**config.mk**
```make
export PLATFORM = sky130hd
export DESIGN_NAME = gray_counter
export DESIGN_NICKNAME = d
export VERILOG_FILES = /design/src/rtl/gray_pkg.sv /design/src/rtl/bin2gray_enc.sv /design/src/rtl/gray_counter.sv
export SDC_FILE = /design/constraint.sdc
export NUM_CORES = 1
export LEC_CHECK = 0
export BUFFER_PORTS_ARGS = -buffer_cell sky130_fd_sc_hd__buf_2
export CAP_MARGIN = 20
export CORE_AREA = 2 2 39 41
export DETAILED_ROUTE_END_ITERATION = 6
export DIE_AREA = 0 0 41 43
export PLACE_DENSITY = 0.55
export REMOVE_ABC_BUFFERS = 1
export SLEW_MARGIN = 30
export SYNTH_ARGS = -nofsm -noshare
export SYNTH_HDL_FRONTEND = slang
export SYNTH_HIERARCHICAL = 1
export SYNTH_SLANG_ARGS = --single-unit
```
**constraint.sdc**
```tcl
create_clock -name clk -period 2.7 [get_ports clk]
set_input_delay 0.81 -clock clk [delete_from_list [all_inputs] [get_ports clk]]
set_output_delay 0.81 -clock clk [all_outputs]
set_load 0.05 [all_outputs]
```
**src/rtl/gray_pkg.sv**
```systemverilog
// Shared helpers for the Gray-code counter: encode/decode functions and limits.
package gray_pkg;

    localparam int MAX_W     = 32;
    localparam int DEF_WIDTH = 3;
    localparam logic [DEF_WIDTH-1:0] CNT_MAX = {DEF_WIDTH{1'b1}};

    function automatic logic [MAX_W-1:0] bin2gray(input logic [MAX_W-1:0] b);
        return b ^ (b >> 1);
    endfunction

    // Decode: each binary bit is the XOR of all Gray bits at or above it.
    function automatic logic [MAX_W-1:0] gray2bin(input logic [MAX_W-1:0] gc);
        logic [MAX_W-1:0] b;
        b[MAX_W-1] = gc[MAX_W-1];
        for (int i = MAX_W - 2; i >= 0; i--)
            b[i] = b[i+1] ^ gc[i];
        return b;
    endfunction

endpackage

```
**src/rtl/bin2gray_enc.sv**
```systemverilog
// Combinational WIDTH-bit binary-to-Gray encoder.
module bin2gray_enc
    import gray_pkg::*;
#(
    parameter int WIDTH = 3
) (
    input  logic [WIDTH-1:0] bin,
    output logic [WIDTH-1:0] gray
);

    logic [MAX_W-1:0] bin_ext;
    logic [MAX_W-1:0] gray_ext;

    assign bin_ext  = MAX_W'(bin);
    assign gray_ext = bin2gray(bin_ext);
    assign gray     = gray_ext[WIDTH-1:0];

endmodule

```
**src/rtl/gray_counter.sv**
```systemverilog
// Up/down Gray counter: binary count register, Gray output registered straight
// from the encoder on the next-state value, plus tick/wrap pulses.
module gray_counter
    import gray_pkg::*;
#(
    parameter int WIDTH = 3,
    parameter bit WRAP  = 1'b1
) (
    input  logic             clk,
    input  logic             rst_n,
    input  logic             en,
    input  logic             up,
    input  logic             load,
    input  logic [WIDTH-1:0] load_bin,
    output logic [WIDTH-1:0] g,
    output logic             tick,
    output logic             wrap
);

    localparam logic [WIDTH-1:0] LIM = {WIDTH{1'b1}};

    logic [WIDTH-1:0] cnt;
    logic [WIDTH-1:0] cnt_nxt;
    logic [WIDTH-1:0] g_nxt;
    logic             wrap_nxt;

    always_comb begin
        cnt_nxt  = cnt;
        wrap_nxt = 1'b0;
        if (load) begin
            cnt_nxt = load_bin;
        end else if (en) begin
            if (up) begin
                if (cnt == LIM) begin
                    // Saturating build simply holds at the limit.
                    if (WRAP) begin
                        cnt_nxt  = '0;
                        wrap_nxt = 1'b1;
                    end
                end else begin
                    cnt_nxt = cnt + 1'b1;
                end
            end else begin
                if (cnt == '0) begin
                    if (WRAP) begin
                        cnt_nxt  = LIM;
                        wrap_nxt = 1'b1;
                    end
                end else begin
                    cnt_nxt = cnt - 1'b1;
                end
            end
        end
    end

    bin2gray_enc #(.WIDTH(WIDTH)) u_enc (
        .bin  (cnt_nxt),
        .gray (g_nxt)
    );

    always_ff @(posedge clk or negedge rst_n) begin
        if (!rst_n) begin
            cnt  <= '0;
            g    <= '0;
            tick <= 1'b0;
            wrap <= 1'b0;
        end else begin
            cnt  <= cnt_nxt;
            g    <= g_nxt;
            tick <= (g_nxt != g);
            wrap <= wrap_nxt;
        end
    end

endmodule

```
Yosys cells after proc, flatten, opt, wreduce, memory -nomap -nowiden
Index checks and enable logic that the tools add are counted.
{ "op_classes": {"n_addsub": 2, "eq_ne": 2, "reduce_logical": 1, "n_mux": 10, "n_bitwise": 1} }
{ "op_table": {"columns": ["cell", "n"], "rows": [
  ["$mux 3", 5],
  ["$mux 1", 5],
  ["$add 3x1->3 const B", 1],
  ["$eq 3x3->1 const B", 1],
  ["$logic_not 3->1", 1],
  ["$ne 3x3->1", 1],
  ["$sub 3x1->3 const B", 1],
  ["$xor 3x2->3", 1]
]} }
{ "totals": {"output_inout_bits": 5, "in_bits": 8, "reg_bits": 8, "word_cells": 20} }

Depth between registers and ports, before layout
Gate-level depths: netlist of the first run.
{ "logic_depth": {"depth_word": 7, "ltp_mapped": 8, "depth_no_buf": 8} }

Modules after synthesis
The synthesis of the first run kept the hierarchy.
{ "modules_own_cells": {"columns": ["mod", "cells_each", "area_each_um2", "n_inst", "seq_area_each_um2"], "rows": [
  ["gray_counter", 40, 421.7, 1, 200.2],
  ["bin2gray_enc", 3, 25.0, 1, 0.0]
]} }

Worst setup path before layout of the first run
OpenSTA, ideal clock, no wires.
{ "synth_timing": {"path_kind": "input to register", "start": "in up", "end": "reg tick", "stages": 6, "setup_ps": 129, "path_slack_ps": 829, "required_time_ps": 2571, "arrival_ps": 1742, "path_buffers": 0, "path_cell_list": "nor2b_1 a22oi_1 a221o_1 xor2_1 xnor2_1 nand3_1"} }
{ "synth_via": {"elab_chain_cells": 5} }
{ "synth_lines": {"columns": ["item", "line_no", "source"], "rows": [
  ["start, declared", "gray_counter.sv:12", "input logic up,"],
  ["$mux 3", "gray_counter.sv:33", "if (up) begin"],
  ["$mux 3", "gray_counter.sv:32", "end else if (en) begin"],
  ["$mux 3", "gray_counter.sv:30", "if (load) begin"],
  ["net cnt_nxt[1]", "gray_counter.sv:23", "logic [WIDTH-1:0] cnt_nxt;"],
  ["$xor 3x2->3", "gray_pkg.sv:9", "return b ^ (b >> 1);"],
  ["net g_nxt[0]", "gray_counter.sv:24", "logic [WIDTH-1:0] g_nxt;"],
  ["$ne 3x3->1", "gray_counter.sv:70", "tick <= (g_nxt != g);"],
  ["end signal, assigned", "gray_counter.sv:70", null],
  ["end, declared", "gray_counter.sv:16", "output logic tick,"]
]} }
The timed path passes the listed nets, and every way through them passes these cells.

Worst setup path after layout of the first run
{ "layout_timing": {"start": "reg cnt[0]", "end": "reg tick"} }
{ "layout_via": {"elab_chain_cells": 7, "elab_cells_between_ends": 11, "classes_between": "2 x add/sub; 2 x eq/ne; 5 x mux; 1 x bitwise; 1 x reduce/logical"} }
{ "layout_lines": {"columns": ["item", "line_no", "source"], "rows": [
  ["start, declared", "gray_counter.sv:22", "logic [WIDTH-1:0] cnt;"],
  ["start signal, assigned", "gray_counter.sv:68", "cnt <= cnt_nxt;"],
  ["$sub 3x1->3 (tied with other cells)", "gray_counter.sv:50", "cnt_nxt = cnt - 1'b1;"],
  ["$mux 3 (on tied branches)", "gray_counter.sv:44, gray_counter.sv:34", null],
  ["$mux 3 *", "gray_counter.sv:33", null],
  ["$mux 3 *", "gray_counter.sv:32", null],
  ["$mux 3 *", "gray_counter.sv:30", null],
  ["net cnt_nxt[1]", "gray_counter.sv:23", null],
  ["$xor 3x2->3 *", "gray_pkg.sv:9", null],
  ["net g_nxt[1]", "gray_counter.sv:24", null],
  ["$ne 3x3->1 *", "gray_counter.sv:70", null]
]} }
The timed path passes the listed nets; every way through them passes the cells marked *.

==> results.cfg, run 1 <==
[setup_path]
critPathLaunchType = flip-flop
critical_path.max_fanout = 5
worst_ep_arrival_time_ns = 2.11
critical_path_required_ns = 2.83
crit_path_frequent_cell = sky130_fd_sc_hd__ha_1
slowest_stage = sky130_fd_sc_hd__dfrtp_1
worst-setup-path-type = flip-flop to flip-flop
critical_path.cell_chain = ha_1 > ha_1 > nand2b_1 > a22oi_1 > a221o_1 > xor2_1 > xnor2_1 > nand3_1
slowest_delay_ns = 0.42
critPathCaptureType = flip-flop

[logic_synthesis]
synth-compound-area-share = 0.1597
post_synth_inst_count = 43
post_synth_mux_area_share = 0
most_common_library_cells_after_synthesis = 8 x sky130_fd_sc_hd__dfrtp_1, 4 x sky130_fd_sc_hd__ha_1, 3 x sky130_fd_sc_hd__a21oi_1, 3 x sky130_fd_sc_hd__inv_1, 3 x sky130_fd_sc_hd__xnor2_1
synth_top_family_by_area = compound AO/OA/AOI/OAI gates
synth-main-ff-cell = sky130_fd_sc_hd__dfrtp_1
ys_seq_elements = 8
yosys.area.top_type = sky130_fd_sc_hd__dfrtp_1
yosys.area_share.xor_xnor = 0.09804
fraction_of_post_synthesis_cell_area_in_the_top_cell_type_by_area = 0.4482
synth_sequential_area_ratio = 0.4482
synth_edf_count = 0
synth_area_leaders = sky130_fd_sc_hd__dfrtp_1 45%, sky130_fd_sc_hd__ha_1 11%, sky130_fd_sc_hd__xnor2_1 5.9%
synth-async-reset-ratio = 1.000
yosys.area_share.simple = 0.1401
synth_fa_ha_area_frac = 0.1120
ys.warnings.count = 6
syn_avg_cell_area_sq_um = 10.39
netlist_area_sq_um = 446.7
post_synth_num_cell_types = 20
yosysMostFrequentCell = sky130_fd_sc_hd__dfrtp_1

[timing]
worst_slew_margin_rel = 0.7405
finalClockSkew_ns = 0.005328
worst_hold_slack_ns = 0.3879
finalCritPeriodShare = 0.7312
finalCriticalPeriod_ns = 1.974
grt_setup_unrepaired = no
fmaxAchievable_mhz = 506.5
hold_viol = 0
totalNegativeSetupSlack_ns = 0
final_critical_path_setup_slack_ns = 0.7257
timing_max_transition_violations_final = 0
tightest_slew_ns = 0.3875
finalSetupViolations = 0

[placement]
dp_hpwl_microns = 613.8
dpl_worst_slack_ns = 0.5144
buffer_ports.inserted = 12
placed_cells = 70
placement.cell_area_sq_um = 519.2
place.gp.congestion = 0.6723

[global_routing]
grt_start_max_net_pins = 9
gr-max-usage-layer = met2
via_count_of_the_first_global_routing_pass = 322
met1_usage = 0.1233
grt_use_total = 0.1056
gr-usage-met3 = 0.07853
grt_first_pass_wirelength_microns = 1228
use_met2 = 0.1531
leftover_overflow_at_the_end_of_global_routing = 0
grt_antenna_before_repair = 0

[detailed_routing]
wl_per_cell_microns = 10.11
routed_via_count = 350
first_pass_drt_iterations = 4
viasPerCell = 4.795
drc = 0
wl_microns = 738
drtIter0Drc = 4
drt.antenna.violating_nets = 0

[pwr]
total_leakage_power_nw = 0.2564
power.density_nw_per_um2 = 716.9
power.ir.vdd_worst_v = 0.0002934
post_route_total_power_mw = 0.3884

[floorplanning]
io_pins = 13
row_count = 14
die_area_sq_um = 1763
fp.dieW_microns = 41
start_util = 0.3228
core_area_sq_um = 1384
dieHeight_microns = 43

[final_layout]
post_route_cells_drive_above_1_share = 0.2807
finalInstanceArea_sq_um = 541.8
sequential_cell_area_sq_um = 200.2
num_antenna_cells = 0
final-instance-count-excl-fill = 73
postLayoutCoreUtil = 0.3915
num-nets-final = 71
filler_cell_count = 157
multi_input_area_sq_um = 227.7
flow.area_growth_from_synthesis_pct = 21.29

[clock_tree]
tritoncts_clock_tree = built
cts_hold_buf = 0
insertion_delay_ns = 0.25
post_cts_resized = 0
buffer_cell_driving_the_clock_tree_root = sky130_fd_sc_hd__clkbuf_4
clk_pin_slew_worst_paths_ns = 0.05
clock_sinks = 8
cts_setup_buffers = 0
cts_inserted_buffers = 3
ctsLongestPathBuffers = 2
htree_levels = 1

[job]
max_cap_viol_count = 0

[outcome]
outcome = finished, final reports clean

[min_path]
timing.hold.worst.class = input pin to asynchronous set/reset pin
==> area by class of cell <==
cell class | count | share of cell area
Tap cell | 16 | 0.03695
Timing Repair Buffer | 12 | 0.1109
Sequential cell | 8 | 0.3695
Clock buffer | 3 | 0.04157
Multi-Input combinational cell | 31 | 0.4203
Inverter | 3 | 0.02079
==> report_power, final <==
group          switching (mW)  internal [mW]
combinational          0.0981         0.0498
sequential             0.0132          0.141
clock                  0.0362         0.0505
total                   0.147          0.241
==> cells by family (layout without fill, tap and decap cells) <==
logic type,after synthesis,after routing
AO/OA/AOI/OAI,11,11
AND/OR/NAND/NOR,11,11
flip-flops,8,8
XOR/XNOR,5,5
adder cells (fa/ha/maj),4,4
buffers and inverters,4,18
==> layout by cell type (no fill, tap or decap), types with 2 or more instances in the layout <==
cell type and instances:
sky130_fd_sc_hd__ha_1 4, sky130_fd_sc_hd__buf_2 12, sky130_fd_sc_hd__inv_1 3, sky130_fd_sc_hd__nor2b_1 2
sky130_fd_sc_hd__xor2_1 2, sky130_fd_sc_hd__xnor2_1 3, sky130_fd_sc_hd__nand2b_1 2, sky130_fd_sc_hd__a21oi_1 3
sky130_fd_sc_hd__clkbuf_4 3, sky130_fd_sc_hd__nand2_1 2, sky130_fd_sc_hd__nor3_1 2, sky130_fd_sc_hd__dfrtp_1 8
sky130_fd_sc_hd__o31ai_1 2, sky130_fd_sc_hd__o21ai_0 2
==> worst max-delay path, delay by kind of cell, from the launching register on <==
kind / cells / cell delay (ns)
and+or+nand+nor: 2 / 0.23
adders and majority gates: 2 / 0.41
AOI/OAI and AO/OA: 2 / 0.39
DFF: 1 / 0.42
xor gates and xnor gates: 2 / 0.40
==> flip-flops by register name, indices dropped and copies added, names as in the netlist <==
name	flops
g	3
wrap	1
tick	1
cnt	3
==> routing by layer <==
metal  up-vias  wire length [microns]
met5         -                      0
met4         0                      0
met3         0                     35
met2         8                    379
met1       166                    322
li1        176                      -
==> worst paths after layout <==
path                         from     end  slack [ns]  cells after the start
setup / recovery           cnt[0]    tick        0.73                      8
hold / removal              rst_n    tick        0.39                      1
setup reg to reg           cnt[0]    tick        0.73                      8
hold reg to reg              g[1]    tick        0.52                      2
max in group asynchronous   rst_n  cnt[0]        2.14                      1
min in group clk             g[1]    tick        0.52                      2
(Power assumes the default switching activity.)
==> inputs of run 2 (changes only) <==
--- a/config.mk
+++ b/config.mk
@@ -5,12 +5,13 @@
 export SDC_FILE = /design/constraint.sdc
 export NUM_CORES = 1
 export LEC_CHECK = 0
+export ABC_AREA = 1
 export BUFFER_PORTS_ARGS = -buffer_cell sky130_fd_sc_hd__buf_2
 export CAP_MARGIN = 20
 export CORE_AREA = 2 2 39 41
 export DETAILED_ROUTE_END_ITERATION = 6
 export DIE_AREA = 0 0 41 43
-export PLACE_DENSITY = 0.55
+export PLACE_DENSITY = 0.59
 export REMOVE_ABC_BUFFERS = 1
 export SLEW_MARGIN = 30
 export SYNTH_ARGS = -nofsm -noshare
==> constraint.sdc (replaced) <==
create_clock -name clk -period 1.65 [get_ports clk]
set_input_delay 0.495 -clock clk [delete_from_list [all_inputs] [get_ports clk]]
set_output_delay 0.495 -clock clk [all_outputs]
set_load 0.05 [all_outputs]
==> run 2 against run 1 <==
Effect of this change:
- the run now ends with setup timing left
- register-to-register slack worse by 0.90 ns
- die area unchanged
- critical path depth up 4
- final area up 31%
- critical endpoint unchanged
==> results.cfg, run 2 <==
[clock_tree]
clock_sinks = 8
cts_inserted_buffers = 3
insertion_delay_ns = 0.25
htree_levels = 1
cts_hold_buf = 0
ctsLongestPathBuffers = 2
buffer_cell_driving_the_clock_tree_root = sky130_fd_sc_hd__clkbuf_4
clk_pin_slew_worst_paths_ns = 0.05
tritoncts_clock_tree = built

[detailed_routing]
drtIter0Drc = 4
first_pass_drt_iterations = 2
wl_per_cell_microns = 10.45
drt.antenna.violating_nets = 0
viasPerCell = 4.347
wl_microns = 1024
routed_via_count = 426
drc = 0

[final_layout]
num-nets-final = 96
finalInstanceArea_sq_um = 709.4
post_route_cells_drive_above_1_share = 0.5366
biggestRegsByFlops = cnt: 3 flops, g: 3 flops
num_antenna_cells = 0
final_common_cell = sky130_fd_sc_hd__buf_2
flow.area_growth_from_synthesis_pct = 48.43
top_library_cells_by_usage_in_the_layout_fill_and_taps_aside = 12 x sky130_fd_sc_hd__buf_2, 11 x sky130_fd_sc_hd__nand2_1, 8 x sky130_fd_sc_hd__dfrtp_1, 8 x sky130_fd_sc_hd__buf_4, 6 x sky130_fd_sc_hd__inv_1

[outcome]
failed_checks = setup timing
outcome = finished, violations left

[floorplanning]
core_area_sq_um = 1384
start_util = 0.3454
io_pins = 13
fp.dieW_microns = 41
row_count = 14
dieHeight_microns = 43
die_area_sq_um = 1763

[job]
max_cap_viol_count = 0

[timing]
hold_viol = 0
fmaxAchievable_mhz = 549.1
final_critical_path_setup_slack_ns = -0.1712
finalClockSkew_ns = 0.0009640
timing_max_transition_violations_final = 0
worst_slew_margin_rel = 0.8358
grt_setup_unrepaired = yes
finalSetupViolations = 1
worst_hold_slack_ns = 0.07823
finalCritPeriodShare = 1.104
tightest_slew_ns = 0.2480
finalCriticalPeriod_ns = 1.821

[logic_synthesis]
ys.warnings.count = 6
synth_sequential_area_ratio = 0.4188
netlist_area_sq_um = 478.0
fraction_of_post_synthesis_cell_area_in_the_top_cell_type_by_area = 0.4188
yosysMostFrequentCell = sky130_fd_sc_hd__nand2_1
synth-async-reset-ratio = 1.000
synth_area_leaders = sky130_fd_sc_hd__dfrtp_1 42%, sky130_fd_sc_hd__nand2_1 13%, sky130_fd_sc_hd__ha_1 10%
synth_edf_count = 0
syn_avg_cell_area_sq_um = 7.966
post_synth_num_cell_types = 13
post_synth_inst_count = 60
ys_seq_elements = 8
synth-main-ff-cell = sky130_fd_sc_hd__dfrtp_1
yosys.area.top_type = sky130_fd_sc_hd__dfrtp_1
most_common_library_cells_after_synthesis = 17 x sky130_fd_sc_hd__nand2_1, 9 x sky130_fd_sc_hd__inv_1, 8 x sky130_fd_sc_hd__dfrtp_1

[placement]
buffer_ports.inserted = 12
place.gp.congestion = 0.8310
dp_hpwl_microns = 770.3
placement.cell_area_sq_um = 595.6

[setup_path]
r2r_slack_ns = -0.17
critPathCaptureType = flip-flop
worst_ep_arrival_time_ns = 1.95
critical_path.max_fanout = 3
critical_path_required_ns = 1.78
worst-setup-path-type = flip-flop to flip-flop
critPathLaunchType = flip-flop

[pwr]
power.ir.vdd_worst_v = 0.0005701
power.density_nw_per_um2 = 984.5
total_leakage_power_nw = 0.3644

[global_routing]
via_count_of_the_first_global_routing_pass = 368
grt_use_total = 0.1287
leftover_overflow_at_the_end_of_global_routing = 0
grt_first_pass_wirelength_microns = 1497
grt_start_max_net_pins = 9
grt_antenna_before_repair = 0

[min_path]
timing.hold.worst.class = input pin to asynchronous set/reset pin
## run 2: cell types whose count changed in the layout (fill, tap and decap cells not counted), moves of 4 or more
cell | previous run | this run
sky130_fd_sc_hd__buf_4 | 0 | 8
sky130_fd_sc_hd__nor2_1 | 0 | 4
sky130_fd_sc_hd__nand2_2 | 0 | 5
sky130_fd_sc_hd__nand2_1 | 2 | 11
## run 2: layer usage
| layer | routed length, microns | global-route usage | vias to the layer above | share of wire |
|---|---|---|---|---|
| met3 | 49 | 0.07853 | 0 | 0.048 |
| met4 | 0 | 0.02000 | 0 | 0 |
| li1 | - | - | 225 | - |
| met1 | 457 | 0.1623 | 191 | 0.45 |
| met2 | 516 | 0.1875 | 10 | 0.50 |
| met5 | 0 | 0 | - | 0 |
## run 2: layout make-up
class | count | area [sq um]
sequential | 8 | 200.2
fill | 145 | 674.4
tap | 16 | 20.02
timing repair buffer | 20 | 120.1
inverter | 9 | 33.78
multi-input combinational | 42 | 312.8
clock buffer | 3 | 22.52
## run 2: final timing paths
check / start / end / cells past startpoint
setup / recovery: cnt[1] / tick / 12
hold / removal: rst_n / g[0] / 1
setup reg to reg: cnt[1] / tick / 12
hold reg to reg: g[1] / tick / 2
max in group asynchronous: rst_n / cnt[2] / 1
min in group clk: load_bin[0] / cnt[0] / 3
## run 2: metrics by stage
step                      power, mW  utilization  setup WS (ns)  setup TNS, ns  instances
after CTS                    0.6502       0.4575        -0.1410        -0.1410         97
after global placement       0.4853       0.4304        -0.1441        -0.1441         93
after floorplan              0.4163            -       -0.02312       -0.02312         59
after detailed placement     0.4905       0.4304        -0.1833        -0.1833         93
final                        0.6984       0.5127        -0.1712        -0.1712         98
after global routing         0.7547       0.5127        -0.2830        -0.3218         98
## run 2: cells by family (layout without fill, tap and decap cells)
kind of cell | Yosys count | count (layout) | share of synthesized area
xor+xnor | 4 | 4 | 0.07329
flops | 8 | 8 | 0.4188
compound gates | 8 | 8 | 0.09946
buf+inv | 10 | 32 | 0.08639
simple gates | 26 | 26 | 0.2173
fa+ha+maj | 4 | 4 | 0.1047
## run 2: what timing repair did
action                                  in CTS  in global routing
buffers inserted                             1                  1
endpoints found under the setup margin       1                  3
pin swaps                                    2                 12
gates resized for setup                      3                 18
## run 2: where the power goes
group	total, mW	internal [mW]	switching [mW]
Combinational	0.310	0.125	0.185
Clock	0.145	0.0829	0.0621
Sequential	0.243	0.224	0.0186
## run 2: critical path, stage by stage (launching register included)
cell and delay (ns):
sky130_fd_sc_hd__dfrtp_1 0.40, sky130_fd_sc_hd__ha_2 0.21, sky130_fd_sc_hd__ha_4 0.17, sky130_fd_sc_hd__nand2_4 0.07, sky130_fd_sc_hd__nand2_2 0.05, sky130_fd_sc_hd__nor2_2 0.10, sky130_fd_sc_hd__o21ai_2 0.06, sky130_fd_sc_hd__a21oi_2 0.17
sky130_fd_sc_hd__buf_4 0.15, sky130_fd_sc_hd__nand2_1 0.06, sky130_fd_sc_hd__nand2_2 0.08, sky130_fd_sc_hd__xnor2_2 0.11, sky130_fd_sc_hd__nand3_1 0.07
